--- config.mk ---
export PLATFORM = sky130hd
export DESIGN_NAME = exec_alu_stage
export DESIGN_NICKNAME = d
export VERILOG_FILES = /design/src/rtl/cpu_pkg.sv /design/src/rtl/alu_mul_iter.sv /design/src/rtl/exec_alu_stage.sv
export SDC_FILE = /design/constraint.sdc
export NUM_CORES = 1
export LEC_CHECK = 0
export CAP_MARGIN = 40
export CORE_ASPECT_RATIO = 0.5
export CORE_MARGIN = 2
export CORE_UTILIZATION = 53
export CTS_CLUSTER_SIZE = 30
export DETAILED_ROUTE_END_ITERATION = 6
export PLACE_DENSITY = 0.7
export SLEW_MARGIN = 20
export SYNTH_ARGS = -nofsm -noshare
export SYNTH_HDL_FRONTEND = slang
export SYNTH_HIERARCHICAL = 1
export SYNTH_SLANG_ARGS = --single-unit
--- constraint.sdc ---
create_clock -name Clock -period 8.5 [get_ports Clock]
set_clock_uncertainty 0.1 [all_clocks]
set_input_delay 1.7 -clock Clock [delete_from_list [all_inputs] [get_ports Clock]]
set_output_delay 1.7 -clock Clock [all_outputs]
set_load 0.05 [all_outputs]
--- src/rtl/cpu_pkg.sv ---
// Shared constants for the execute stage: operand widths, ALU opcodes, FSM states.
package cpu_pkg;

    localparam int unsigned DATA_WIDTH     = 16;
    localparam int unsigned REG_ADDR_WIDTH = 2;
    localparam int unsigned OP_WIDTH       = 3;
    localparam int unsigned CNT_WIDTH      = 4;

    localparam logic [OP_WIDTH-1:0] ALU_ADD   = 3'b000;
    localparam logic [OP_WIDTH-1:0] ALU_SUB   = 3'b001;
    localparam logic [OP_WIDTH-1:0] ALU_AND   = 3'b010;
    localparam logic [OP_WIDTH-1:0] ALU_OR    = 3'b011;
    localparam logic [OP_WIDTH-1:0] ALU_SLT   = 3'b100;
    localparam logic [OP_WIDTH-1:0] ALU_SLL   = 3'b101;
    localparam logic [OP_WIDTH-1:0] ALU_MUL   = 3'b110;
    localparam logic [OP_WIDTH-1:0] ALU_PASSB = 3'b111;

    typedef enum logic {
        S_IDLE = 1'b0,
        S_MUL  = 1'b1
    } state_t;

endpackage

--- src/rtl/alu_mul_iter.sv ---
// Iterative shift-add multiplier datapath; one partial product per step, low bits only.
module alu_mul_iter
    import cpu_pkg::*;
(
    input  logic                  i_clk,
    input  logic                  i_rst,
    input  logic                  i_load,
    input  logic                  i_step,
    input  logic [DATA_WIDTH-1:0] i_a,
    input  logic [DATA_WIDTH-1:0] i_b,
    output logic [DATA_WIDTH-1:0] o_acc_next_c,
    output logic                  o_last_c
);

    logic [DATA_WIDTH-1:0] r_mcand;
    logic [DATA_WIDTH-1:0] r_mplier;
    logic [DATA_WIDTH-1:0] r_acc;
    logic [CNT_WIDTH-1:0]  r_count;
    logic [DATA_WIDTH-1:0] w_addend;

    assign w_addend     = r_mplier[0] ? r_mcand : '0;
    assign o_acc_next_c = r_acc + w_addend;
    assign o_last_c     = (r_count == CNT_WIDTH'(DATA_WIDTH - 1));

    always_ff @(posedge i_clk) begin
        if (i_rst) begin
            r_mcand  <= '0;
            r_mplier <= '0;
            r_acc    <= '0;
            r_count  <= '0;
        end else if (i_load) begin
            r_mcand  <= i_a;
            r_mplier <= i_b;
            r_acc    <= '0;
            r_count  <= '0;
        end else if (i_step) begin
            r_acc    <= o_acc_next_c;
            r_mcand  <= r_mcand << 1;
            r_mplier <= r_mplier >> 1;
            r_count  <= r_count + CNT_WIDTH'(1);
        end
    end

endmodule

--- src/rtl/exec_alu_stage.sv ---
// Execute stage: single-cycle ALU ops plus a 16-step multiply, with Start/Busy/Done handshake
// and register-file write-back outputs.
module exec_alu_stage
    import cpu_pkg::*;
(
    input  logic                      Clock,
    input  logic                      Reset,
    input  logic                      Start,
    input  logic [OP_WIDTH-1:0]       ALUOp,
    input  logic [DATA_WIDTH-1:0]     OperandA,
    input  logic [DATA_WIDTH-1:0]     OperandB,
    input  logic [REG_ADDR_WIDTH-1:0] DestReg,
    input  logic                      WbEnable,
    output logic                      Busy,
    output logic                      Done,
    output logic                      RegWrite,
    output logic [REG_ADDR_WIDTH-1:0] RD,
    output logic [DATA_WIDTH-1:0]     WriteData,
    output logic                      Zero,
    output logic                      Overflow
);

    state_t                    r_state;
    logic                      r_busy;
    logic                      r_done;
    logic                      r_regwrite;
    logic [REG_ADDR_WIDTH-1:0] r_rd;
    logic [DATA_WIDTH-1:0]     r_wdata;
    logic                      r_zero;
    logic                      r_ovf;
    logic                      r_wb_pend;
    logic [REG_ADDR_WIDTH-1:0] r_rd_pend;

    logic                      w_accept;
    logic                      w_load;
    logic                      w_step;
    logic                      w_last;
    logic [DATA_WIDTH-1:0]     w_acc_next;
    logic [DATA_WIDTH-1:0]     w_sum;
    logic [DATA_WIDTH-1:0]     w_diff;
    logic [DATA_WIDTH-1:0]     w_result;
    logic                      w_ovf;

    assign w_accept = Start && (r_state == S_IDLE);
    assign w_load   = w_accept && (ALUOp == ALU_MUL);
    assign w_step   = (r_state == S_MUL);
    assign w_sum    = OperandA + OperandB;
    assign w_diff   = OperandA - OperandB;

    alu_mul_iter u_mul (
        .i_clk        (Clock),
        .i_rst        (Reset),
        .i_load       (w_load),
        .i_step       (w_step),
        .i_a          (OperandA),
        .i_b          (OperandB),
        .o_acc_next_c (w_acc_next),
        .o_last_c     (w_last)
    );

    // Single-cycle ALU; overflow is the signed-overflow rule for ADD/SUB only
    always_comb begin
        w_result = '0;
        w_ovf    = 1'b0;
        case (ALUOp)
            ALU_ADD: begin
                w_result = w_sum;
                w_ovf    = (OperandA[DATA_WIDTH-1] == OperandB[DATA_WIDTH-1]) &&
                           (w_sum[DATA_WIDTH-1] != OperandA[DATA_WIDTH-1]);
            end
            ALU_SUB: begin
                w_result = w_diff;
                w_ovf    = (OperandA[DATA_WIDTH-1] != OperandB[DATA_WIDTH-1]) &&
                           (w_diff[DATA_WIDTH-1] != OperandA[DATA_WIDTH-1]);
            end
            ALU_AND:   w_result = OperandA & OperandB;
            ALU_OR:    w_result = OperandA | OperandB;
            ALU_SLT:   w_result = DATA_WIDTH'($signed(OperandA) < $signed(OperandB));
            ALU_SLL:   w_result = OperandA << OperandB[CNT_WIDTH-1:0];
            ALU_PASSB: w_result = OperandB;
            default:   w_result = '0;
        endcase
    end

    // Control FSM and output registers; Done/RegWrite default low so they pulse
    always_ff @(posedge Clock) begin
        if (Reset) begin
            r_state    <= S_IDLE;
            r_busy     <= 1'b0;
            r_done     <= 1'b0;
            r_regwrite <= 1'b0;
            r_rd       <= '0;
            r_wdata    <= '0;
            r_zero     <= 1'b0;
            r_ovf      <= 1'b0;
            r_wb_pend  <= 1'b0;
            r_rd_pend  <= '0;
        end else begin
            r_done     <= 1'b0;
            r_regwrite <= 1'b0;
            case (r_state)
                S_IDLE: begin
                    if (w_load) begin
                        r_state   <= S_MUL;
                        r_busy    <= 1'b1;
                        r_wb_pend <= WbEnable;
                        r_rd_pend <= DestReg;
                    end else if (w_accept) begin
                        r_done     <= 1'b1;
                        r_regwrite <= WbEnable;
                        r_rd       <= DestReg;
                        r_wdata    <= w_result;
                        r_zero     <= (w_result == '0);
                        r_ovf      <= w_ovf;
                    end
                end
                S_MUL: begin
                    if (w_last) begin
                        r_state    <= S_IDLE;
                        r_busy     <= 1'b0;
                        r_done     <= 1'b1;
                        r_regwrite <= r_wb_pend;
                        r_rd       <= r_rd_pend;
                        r_wdata    <= w_acc_next;
                        r_zero     <= (w_acc_next == '0);
                        r_ovf      <= 1'b0;
                    end
                end
                default: r_state <= S_IDLE;
            endcase
        end
    end

    assign Busy      = r_busy;
    assign Done      = r_done;
    assign RegWrite  = r_regwrite;
    assign RD        = r_rd;
    assign WriteData = r_wdata;
    assign Zero      = r_zero;
    assign Overflow  = r_ovf;

endmodule

======== After elaboration in Yosys (flattened, before gate mapping) ========
Cells that the tools add are included.
storage, ports and cells
  register bits after elaboration ......... 79
  word-level logic and storage cells ...... 87
  input bits .............................. 41
  output and inout port bits .............. 23
cells by class
  muxes and demuxes ....................... 36
  reductions and logical operators ........ 12
  eq/ne operators ......................... 16
  shift-type cells ........................ 1
  order comparisons ....................... 1
  bitwise operators ....................... 3
  $add $sub $neg .......................... 4
operators by type and width
  operator                                                number
  2-to-1 mux 16 bit                                       8
  one-hot mux 16 bit (7 select lines)                     1
  adder 16 bit                                            2
  logical NOT 16 bit                                      2
  one-hot mux 16 bit (2 select lines)                     1
  AND 16 bit                                              1
  < comparator 16 bit                                     1
  OR 16 bit                                               1
  << shifter 16 x 4 -> 16 bit                             1
  subtractor 16 bit                                       1
  2-to-1 mux 1 bit                                        15
  one-hot mux 1 bit (2 select lines)                      7
  == test 3 bit (second input constant)                   4
  == test 3 x 2 -> 1 bit (second input constant)          2
  2-to-1 mux 2 bit                                        3
  adder 4 x 1 -> 4 bit (second input constant)            1
  == test 4 bit (second input constant)                   1
  logical AND 1 bit                                       4
  inequality test 2 x 1 -> 1 bit (second input constant)  2
  inequality test 2 bit (second input constant)           2
  one-hot mux 2 bit (2 select lines)                      1
  AND reduction 2 bit                                     2
  == test 3 x 1 -> 1 bit (second input constant)          1
  logical NOT 3 bit                                       1
  6 further kinds                                         8

======== Logic depth before layout (Yosys ltp) ========
Gate-level depths: netlist of the first run.
  word-level depth ........................ 7
  gate-level depth with buffers ........... 15
  depth with buffers taken out ............ 14

======== Cells and area by module ========
Netlist of the first run, hierarchy kept.
by module, submodules not included
  module          instances  cells an instance  sequential area each (um2)  area an instance (um2)
  exec_alu_stage  1          631                540.5                       4,702.0
  alu_mul_iter    1          358                1,041.0                     2,944.1

======== Worst setup path before layout of the first run ========
Ideal clock, no wire load.
  kind .................................... input to register
  from .................................... input port OperandB[2]
  to ...................................... register r_zero, in the netlist Zero
  data required time ...................... 8.304 ns
  arrival ................................. 4.466 ns
  path slack .............................. 3.838 ns
  cell stages on the path ................. 12
  path buffers ............................ 2
  path through ............................ clkbuf_1 > clkinv_1 > ha_1 > clkbuf_1 > nand2b_1 > o311ai_0 > a211oi_1 > or4_1 > a21bo_1 > o32ai_1 > o311ai_1 > o41ai_2
on the way
  word-level cells in the longest chain between the ends .. 6
  elaborated cells on any way between the ends .. 11
ends and longest elaborated chain
  what                                       line                   text
  from (decl)                                exec_alu_stage.sv:11   input logic [DATA_WIDTH-1:0] OperandB,
  subtractor 16 bit (tied with other cells)  exec_alu_stage.sv:48   assign w_diff = OperandA - OperandB;
  one-hot mux 16 bit (7 select lines) (*)    exec_alu_stage.sv:65   case (ALUOp)
  logical NOT 16 bit (*)                     exec_alu_stage.sv:113  r_zero <= (w_result == '0);
  2-to-1 mux 1 bit (*)                       exec_alu_stage.sv:108  end else if (w_accept) begin
  2-to-1 mux 1 bit (*)                       exec_alu_stage.sv:103  if (w_load) begin
  one-hot mux 1 bit (2 select lines) (*)     exec_alu_stage.sv:101  case (r_state)
  to (signal assigned)                       exec_alu_stage.sv:113
  to (signal assigned)                       exec_alu_stage.sv:125  r_zero <= (w_acc_next == '0);
  to (decl)                                  exec_alu_stage.sv:29   logic r_zero;
Every way passes the cells marked *; elsewhere a longest branch is shown, timed or not. The select of a mux whose other input is x is not followed.
A chain may end at the register's enable or synchronous reset.

======== Final worst setup path of the first run ========
Ends and elaborated chain as after synthesis.

==> flow_results.xml, run 1 <==
<?xml version="1.0" encoding="UTF-8"?>
<metrics>
  <group name="floorplanning">
    <metric name="area_of_the_core" unit="sq um">13800</metric>
    <metric name="io_pins" unit="">64</metric>
    <metric name="floorplan.die.width" unit="um">174</metric>
    <metric name="initial_core_util" unit="%">55.4</metric>
    <metric name="floorplan.rows" unit="">30</metric>
    <metric name="die_h" unit="um">88.9</metric>
    <metric name="die-area" unit="sq um">15500</metric>
  </group>
  <group name="yosys">
    <metric name="post-synth-top-count-cell" unit="">sky130_fd_sc_hd__nor2_1</metric>
    <metric name="syn_inst" unit="">989</metric>
    <metric name="synth.distinct_cells" unit="">78</metric>
    <metric name="yosys.area.top_type_share" unit="%">20.7</metric>
    <metric name="synth-async-reset-ratio" unit="%">0</metric>
    <metric name="synth_top_cell_by_area" unit="">sky130_fd_sc_hd__dfxtp_1</metric>
    <metric name="syn-num-nets" unit="">1107</metric>
    <metric name="synth_seq_cells" unit="">79</metric>
    <metric name="synth.top_cells.by_count" unit="">sky130_fd_sc_hd__nor2_1 (129), sky130_fd_sc_hd__a21oi_1 (89), sky130_fd_sc_hd__nand2_1 (81)</metric>
    <metric name="ys_seq_area_share" unit="%">20.7</metric>
    <metric name="yosys-top-cells-area" unit="">sky130_fd_sc_hd__dfxtp_1 (21%), sky130_fd_sc_hd__ha_1 (12%), sky130_fd_sc_hd__mux2i_1 (7.6%), sky130_fd_sc_hd__nor2_1 (6.3%), sky130_fd_sc_hd__a21oi_1 (5.8%)</metric>
    <metric name="post_synth_instance_area" unit="sq um">7650</metric>
    <metric name="synth-edff-count" unit="">0</metric>
    <metric name="ys_dominant_reg_cell" unit="">sky130_fd_sc_hd__dfxtp_1</metric>
    <metric name="ys_warn_count" unit="">6</metric>
    <metric name="synth.avg_cell_area" unit="sq um">7.73</metric>
  </group>
  <group name="cts">
    <metric name="tritoncts_clock_tree" unit="">yes</metric>
    <metric name="cts-buffers-inserted" unit="">9</metric>
    <metric name="insertion_delay" unit="ps">340</metric>
    <metric name="ctsHtreeMaxLevel" unit="">3</metric>
    <metric name="cts-hold-fix-buffers" unit="">0</metric>
    <metric name="cts-root-buf" unit="">sky130_fd_sc_hd__clkbuf_16</metric>
    <metric name="clock_tree.buffer_depth" unit="">2</metric>
    <metric name="cts_clock_pin_slew_for_the_worst_setup_and_hold_paths" unit="ps">70</metric>
    <metric name="cts_post_setup_buffers_inserted" unit="">0</metric>
    <metric name="postCtsResizedCells" unit="">0</metric>
    <metric name="cts_sink_count" unit="">79</metric>
  </group>
  <group name="global_routing">
    <metric name="gr-total-overflow" unit="">0</metric>
    <metric name="via_count_of_the_first_global_routing_pass" unit="">6903</metric>
    <metric name="grt_first_pass_wirelength" unit="mm">39.8</metric>
    <metric name="grt_max_degree" unit="">71</metric>
    <metric name="antenna_found_initial" unit="">1</metric>
    <metric name="grtUsageTotal" unit="%">33.7</metric>
  </group>
  <group name="power_and_ir_drop">
    <metric name="power.total" unit="W">0.00117</metric>
    <metric name="power_leakage" unit="nW">3.64</metric>
    <metric name="p_per_area" unit="nW/um^2">135</metric>
    <metric name="irDropWorstVdd" unit="mV">0.101</metric>
  </group>
  <group name="sta">
    <metric name="final_min_period_over_clock_period" unit="%">67.3</metric>
    <metric name="fmax" unit="MHz">175</metric>
    <metric name="report.final.setup_viol" unit="">0</metric>
    <metric name="min_period" unit="ps">5720</metric>
    <metric name="slew-limit-headroom" unit="%">38.3</metric>
    <metric name="rsz0062_at_grt" unit="">false</metric>
    <metric name="worst_slew_pin_slew" unit="ps">913</metric>
    <metric name="setup_tns" unit="ps">0</metric>
    <metric name="final_max_tran_viols" unit="">0</metric>
    <metric name="timing_hold_violations_final" unit="">0</metric>
  </group>
  <group name="detailed_routing">
    <metric name="drt_wl_total" unit="mm">26.1</metric>
    <metric name="wl_met3" unit="mm">2.96</metric>
    <metric name="detail_route.iter0.violations" unit="">831</metric>
    <metric name="highest-signal-layer" unit="">met5</metric>
    <metric name="drtPass1Iterations" unit="">7</metric>
    <metric name="routedWlPerCell" unit="um">21.6</metric>
    <metric name="vias" unit="">7681</metric>
    <metric name="ant_nets" unit="">0</metric>
    <metric name="detail_route.drc_violations" unit="">0</metric>
    <metric name="met2_length" unit="mm">10.7</metric>
    <metric name="viasPerCell" unit="">6.35</metric>
    <metric name="met1_length" unit="mm">11.9</metric>
  </group>
  <group name="min_path">
    <metric name="worst_hold_path_type" unit="">flip-flop to flip-flop</metric>
  </group>
  <group name="worst_setup_path">
    <metric name="path_max_fanout" unit="">19</metric>
    <metric name="setup.worst_path.start_class" unit="">input pin</metric>
    <metric name="required_time_of_the_critical_path" unit="ps">8650</metric>
    <metric name="worstSetupEndpointType" unit="">flip-flop</metric>
    <metric name="timing.critical_path.arrival" unit="ps">5870</metric>
    <metric name="crit_type" unit="">input pin to flip-flop</metric>
  </group>
  <group name="layout">
    <metric name="n_antenna_cell" unit="">0</metric>
    <metric name="finish.instance_area" unit="sq um">8720</metric>
    <metric name="net_count_final" unit="">1130</metric>
    <metric name="layout-area-overhead-vs-synth" unit="%">14.0</metric>
    <metric name="post-route-util" unit="%">63.1</metric>
    <metric name="final_layout_size_suffix_gt1_share" unit="%">6.39</metric>
  </group>
  <group name="run_status">
    <metric name="status" unit="">finished, final reports clean</metric>
  </group>
  <group name="placed_design">
    <metric name="placed_cell_area" unit="sq um">8370</metric>
    <metric name="detailedPlacementHpwl" unit="mm">19.5</metric>
    <metric name="replace_congestion" unit="">1.01</metric>
    <metric name="count_of_input_and_output_buffers" unit="">63</metric>
  </group>
  <group name="flow_run">
    <metric name="maxCapViolations" unit="">0</metric>
  </group>
</metrics>
## state kept, by name (all words and copies together) (netlist names)
| register | count |
|---|---|
| RD | 2 |
| u_mul/r_mcand | 16 |
| u_mul/r_acc | 16 |
| Done | 1 |
| u_mul/r_mplier | 16 |
| WriteData | 16 |
| r_rd_pend | 2 |
| Overflow | 1 |
| r_wb_pend | 1 |
| Busy | 1 |
| Zero | 1 |
| RegWrite | 1 |
| r_state | 1 |
| u_mul/r_count | 4 |
## cell families after synthesis
logic type	synth area share [%]
AOI/OAI and AO/OA	23.2
xor gates and xnor gates	2.86
adders and majority gates	12.9
buffers and inverters	6.07
DFF	20.7
muxes	13.4
and+or+nand+nor	20.9
## final timing paths
kind	start	endpoint	slack [ps]	cells past startpoint
min reg2reg	WriteData[10]$_SDFFE_PP0P_	WriteData[10]$_SDFFE_PP0P_	360	2
min	WriteData[10]$_SDFFE_PP0P_	WriteData[10]$_SDFFE_PP0P_	360	2
max	OperandB[2]	Zero$_SDFFE_PP0P_	2780	12
max reg2reg	u_mul/r_mplier[0]$_SDFFE_PP0P_	Zero$_SDFFE_PP0P_	4770	14
## area by class of cell
type	instances	area (sq um)
Fill cell	1243	5100
Timing Repair Buffer	79	778
Sequential cell	79	1590
Clock inverter	7	88.8
Clock buffer	9	225
Multi-Input combinational cell	792	5610
Tap cell	192	240
Inverter	51	191
## power breakdown
group	leakage, nW	internal (W)	switching (W)	total (W)
clock network	0.150	0.000234	0.000183	0.000417
logic	2.85	0.000134	0.000231	0.000365
registers	0.642	0.000382	0.00000941	0.000392
total	3.64	0.000750	0.000423	0.00117
## placed cells by master (no fill, tap or decap), types with 20 or more instances in the layout
cell type	instances
sky130_fd_sc_hd__nor2_1	129
sky130_fd_sc_hd__a21oi_1	89
sky130_fd_sc_hd__nand2_1	81
sky130_fd_sc_hd__dfxtp_1	78
sky130_fd_sc_hd__ha_1	74
sky130_fd_sc_hd__clkdlybuf4s50_1	62
sky130_fd_sc_hd__mux2i_1	58
sky130_fd_sc_hd__inv_1	49
sky130_fd_sc_hd__o21ai_0	48
sky130_fd_sc_hd__o211ai_1	23
sky130_fd_sc_hd__and2_1	22
sky130_fd_sc_hd__nand3_1	20
## metrics by stage
step | hold slack (ps) | setup WS [ps] | std cells
4_1_cts | 361 | 2940 | 1208
6_report | 357 | 2780 | 1209
3_3_place_gp | 341 | 2660 | 1189
3_5_place_dp | 352 | 2580 | 1192
2_1_floorplan | 349 | 3840 | 989
5_1_grt | 389 | 2490 | 1209
## per-layer routing
layer | track usage (%) | vias up
li1 | - | 3595
met1 | 48.9 | 3619
met2 | 50.5 | 425
met3 | 8.21 | 40
met4 | 8.48 | 2
met5 | 0 | -
## critical path, stage by stage
cell and delay (ps):
sky130_fd_sc_hd__clkdlybuf4s50_1 970, sky130_fd_sc_hd__clkinv_1 480, sky130_fd_sc_hd__ha_1 510, sky130_fd_sc_hd__a211o_1 380
sky130_fd_sc_hd__a21o_1 180, sky130_fd_sc_hd__a21oi_1 170, sky130_fd_sc_hd__xnor2_1 80, sky130_fd_sc_hd__a221oi_1 690
sky130_fd_sc_hd__nand4_1 200, sky130_fd_sc_hd__nor3_1 170, sky130_fd_sc_hd__nand4_1 120, sky130_fd_sc_hd__o41ai_2 200
(Power assumes the default switching activity.)
==> run 2: changes to the inputs <==
--- a/config.mk
+++ b/config.mk
@@ -11,7 +11,7 @@
 export CORE_UTILIZATION = 53
 export CTS_CLUSTER_SIZE = 30
 export DETAILED_ROUTE_END_ITERATION = 6
-export PLACE_DENSITY = 0.7
+export PLACE_DENSITY = 0.73
 export SLEW_MARGIN = 20
 export SYNTH_ARGS = -nofsm -noshare
 export SYNTH_HDL_FRONTEND = slang
==> constraint.sdc (replaced) <==
create_clock -name Clock -period 5.13 [get_ports Clock]
set_clock_uncertainty 0.1 [all_clocks]
set_input_delay 1.026 -clock Clock [delete_from_list [all_inputs] [get_ports Clock]]
set_output_delay 1.026 -clock Clock [all_outputs]
set_load 0.05 [all_outputs]
==> flow_results.xml, run 2 (synthesis gave the netlist of run 1 again) <==
<?xml version="1.0" encoding="UTF-8"?>
<metrics>
  <group name="floorplanning">
    <metric name="area_of_the_core" unit="sq um">13800</metric>
    <metric name="die_h" unit="um">88.9</metric>
    <metric name="floorplan.rows" unit="">30</metric>
    <metric name="die-area" unit="sq um">15500</metric>
    <metric name="floorplan.die.width" unit="um">174</metric>
    <metric name="io_pins" unit="">64</metric>
    <metric name="initial_core_util" unit="%">55.4</metric>
  </group>
  <group name="worst_setup_path">
    <metric name="critical_path_buf_inv_count" unit="">1</metric>
    <metric name="required_time_of_the_critical_path" unit="ps">5280</metric>
    <metric name="worstSetupEndpointType" unit="">flip-flop</metric>
    <metric name="timing.critical_path.arrival" unit="ps">4550</metric>
    <metric name="path_max_fanout" unit="">7</metric>
    <metric name="crit_type" unit="">input pin to flip-flop</metric>
    <metric name="critPathMaxStageDelay" unit="ps">760</metric>
    <metric name="crit_top_cell" unit="">sky130_fd_sc_hd__nand4_1</metric>
    <metric name="kind_of_cell_with_the_highest_combined_delay_on_the_critical_path" unit="">compound AO/OA/AOI/OAI gates</metric>
    <metric name="setup.worst_path.start_class" unit="">input pin</metric>
    <metric name="timing.critical_path.slowest_stage_cell" unit="">sky130_fd_sc_hd__a221oi_1</metric>
    <metric name="crit_path_cell_trace" unit="">clkdlybuf4s50_1 -&gt; ha_1 -&gt; fa_1 -&gt; a211o_1 -&gt; a21o_1 -&gt; a21oi_1 -&gt; xnor2_1 -&gt; a221oi_1 -&gt; nand4_1 -&gt; nor3_1 -&gt; nand4_1 -&gt; o41ai_2</metric>
  </group>
  <group name="layout">
    <metric name="net_count_final" unit="">1154</metric>
    <metric name="layout_commonest_cell" unit="">sky130_fd_sc_hd__nor2_1</metric>
    <metric name="finish.instance_area" unit="sq um">8920</metric>
    <metric name="num-fill-cells" unit="">1257</metric>
    <metric name="final_layout_size_suffix_gt1_share" unit="%">8.74</metric>
    <metric name="n_antenna_cell" unit="">0</metric>
    <metric name="layout-area-overhead-vs-synth" unit="%">16.6</metric>
    <metric name="final_cell_mix" unit="">sky130_fd_sc_hd__nor2_1 (129), sky130_fd_sc_hd__a21oi_1 (89), sky130_fd_sc_hd__nand2_1 (81), sky130_fd_sc_hd__dfxtp_1 (78), sky130_fd_sc_hd__ha_1 (74)</metric>
  </group>
  <group name="run_status">
    <metric name="status" unit="">finished, final reports clean</metric>
  </group>
  <group name="global_routing">
    <metric name="grtUsageTotal" unit="%">34.3</metric>
    <metric name="grt_max_degree" unit="">43</metric>
    <metric name="gr-total-overflow" unit="">0</metric>
    <metric name="via_count_of_the_first_global_routing_pass" unit="">7203</metric>
    <metric name="grt_first_pass_wirelength" unit="mm">40.6</metric>
    <metric name="antenna_found_initial" unit="">0</metric>
  </group>
  <group name="detailed_routing">
    <metric name="vias" unit="">7876</metric>
    <metric name="drt_wl_total" unit="mm">26.4</metric>
    <metric name="ant_nets" unit="">0</metric>
    <metric name="routedWlPerCell" unit="um">21.4</metric>
    <metric name="detail_route.drc_violations" unit="">0</metric>
    <metric name="detail_route.iter0.violations" unit="">923</metric>
    <metric name="drtPass1Iterations" unit="">6</metric>
    <metric name="viasPerCell" unit="">6.39</metric>
  </group>
  <group name="sta">
    <metric name="final_max_tran_viols" unit="">0</metric>
    <metric name="report.final.setup_viol" unit="">0</metric>
    <metric name="timing_hold_violations_final" unit="">0</metric>
    <metric name="rsz0062_at_grt" unit="">false</metric>
    <metric name="fmax" unit="MHz">227</metric>
    <metric name="worst_slew_pin_slew" unit="ps">841</metric>
    <metric name="setup_tns" unit="ps">0</metric>
    <metric name="slew-limit-headroom" unit="%">44.0</metric>
    <metric name="final_min_period_over_clock_period" unit="%">85.8</metric>
    <metric name="min_period" unit="ps">4400</metric>
    <metric name="layout_setup_ws" unit="ps">730</metric>
  </group>
  <group name="cts">
    <metric name="clock_tree.buffer_depth" unit="">2</metric>
    <metric name="tritoncts_clock_tree" unit="">yes</metric>
    <metric name="insertion_delay" unit="ps">360</metric>
    <metric name="ctsHtreeMaxLevel" unit="">3</metric>
    <metric name="cts-root-buf" unit="">sky130_fd_sc_hd__clkbuf_16</metric>
    <metric name="postCtsResizedCells" unit="">0</metric>
    <metric name="cts_sink_count" unit="">79</metric>
    <metric name="cts_clock_pin_slew_for_the_worst_setup_and_hold_paths" unit="ps">70</metric>
    <metric name="cts-buffers-inserted" unit="">9</metric>
    <metric name="cts-hold-fix-buffers" unit="">0</metric>
    <metric name="cts_post_setup_buffers_inserted" unit="">0</metric>
  </group>
  <group name="placed_design">
    <metric name="placed_cell_area" unit="sq um">8570</metric>
    <metric name="replace_congestion" unit="">1.05</metric>
    <metric name="count_of_input_and_output_buffers" unit="">63</metric>
    <metric name="detailedPlacementHpwl" unit="mm">20.4</metric>
    <metric name="dpl_worst_slack" unit="ps">495</metric>
  </group>
  <group name="flow_run">
    <metric name="maxCapViolations" unit="">0</metric>
  </group>
  <group name="power_and_ir_drop">
    <metric name="power_leakage" unit="nW">3.77</metric>
    <metric name="p_per_area" unit="nW/um^2">229</metric>
    <metric name="irDropWorstVdd" unit="mV">0.145</metric>
  </group>
  <group name="min_path">
    <metric name="worst_hold_path_type" unit="">flip-flop to flip-flop</metric>
  </group>
</metrics>
[run 2: final timing paths]
kind / cells past startpoint / startpoint / end / slack (ps)
worst max-delay path: 12 / OperandA[0] / Zero$_SDFFE_PP0P_ / 730
worst min-delay path: 2 / WriteData[7]$_SDFFE_PP0P_ / WriteData[7]$_SDFFE_PP0P_ / 360
worst max register to register: 14 / u_mul/r_mplier[0]$_SDFFE_PP0P_ / Zero$_SDFFE_PP0P_ / 1430
worst min register to register: 2 / WriteData[7]$_SDFFE_PP0P_ / WriteData[7]$_SDFFE_PP0P_ / 360
[run 2: area by class of cell]
type / instances / area, sq um / area share (%)
Multi-Input combinational cell: 792 / 5610 / 62.9
Sequential cell: 79 / 1590 / 17.8
Timing Repair Buffer: 103 / 948 / 10.6
Clock buffer: 10 / 250 / 2.81
Tap cell: 192 / 240 / 2.69
Inverter: 51 / 191 / 2.15
Clock inverter: 6 / 96.3 / 1.08
[run 2: worst register-to-register path, stage by stage, from the launching register on]
cell and delay (ps):
sky130_fd_sc_hd__dfxtp_1 460, sky130_fd_sc_hd__and2_1 240, sky130_fd_sc_hd__ha_1 200, sky130_fd_sc_hd__fa_1 410
sky130_fd_sc_hd__a21o_1 230, sky130_fd_sc_hd__a311o_1 420, sky130_fd_sc_hd__a31oi_4 210, sky130_fd_sc_hd__o21ai_1 110
sky130_fd_sc_hd__xor2_1 190, sky130_fd_sc_hd__nor4_1 310, sky130_fd_sc_hd__nand4_1 160, sky130_fd_sc_hd__nor4_1 210
sky130_fd_sc_hd__nand2_1 90, sky130_fd_sc_hd__a21o_1 200, sky130_fd_sc_hd__o41ai_2 50
[run 2: stage by stage]
stage / hold slack (ps) / power (W) / std cells / utilization [%]
final: 355 / 0.00204 / 1233 / 64.6
after global routing: 371 / 0.00211 / 1233 / 64.6
after CTS: 356 / 0.00203 / 1233 / 64.6
after detailed placement: 351 / 0.00126 / 1217 / 62.1
after global placement: 340 / 0.00126 / 1215 / 61.9
after floorplan: 349 / 0.00104 / 989 / -
[run 2: power by group]
| group | leakage (nW) | total, W | switching (W) | internal [W] |
|---|---|---|---|---|
| Sequential | 0.642 | 0.000648 | 0.0000143 | 0.000633 |
| Clock | 0.167 | 0.000774 | 0.000310 | 0.000464 |
| Combinational | 2.96 | 0.000621 | 0.000386 | 0.000235 |
| Total | 3.77 | 0.00204 | 0.000711 | 0.00133 |
[run 2: metal layers]
metal	share of wire, %	global-route usage [%]	wire, um
met5	0	0	0
met4	1.6	9.09	432
met3	12	8.29	3120
met2	42	53.1	11100
met1	45	48.3	11800
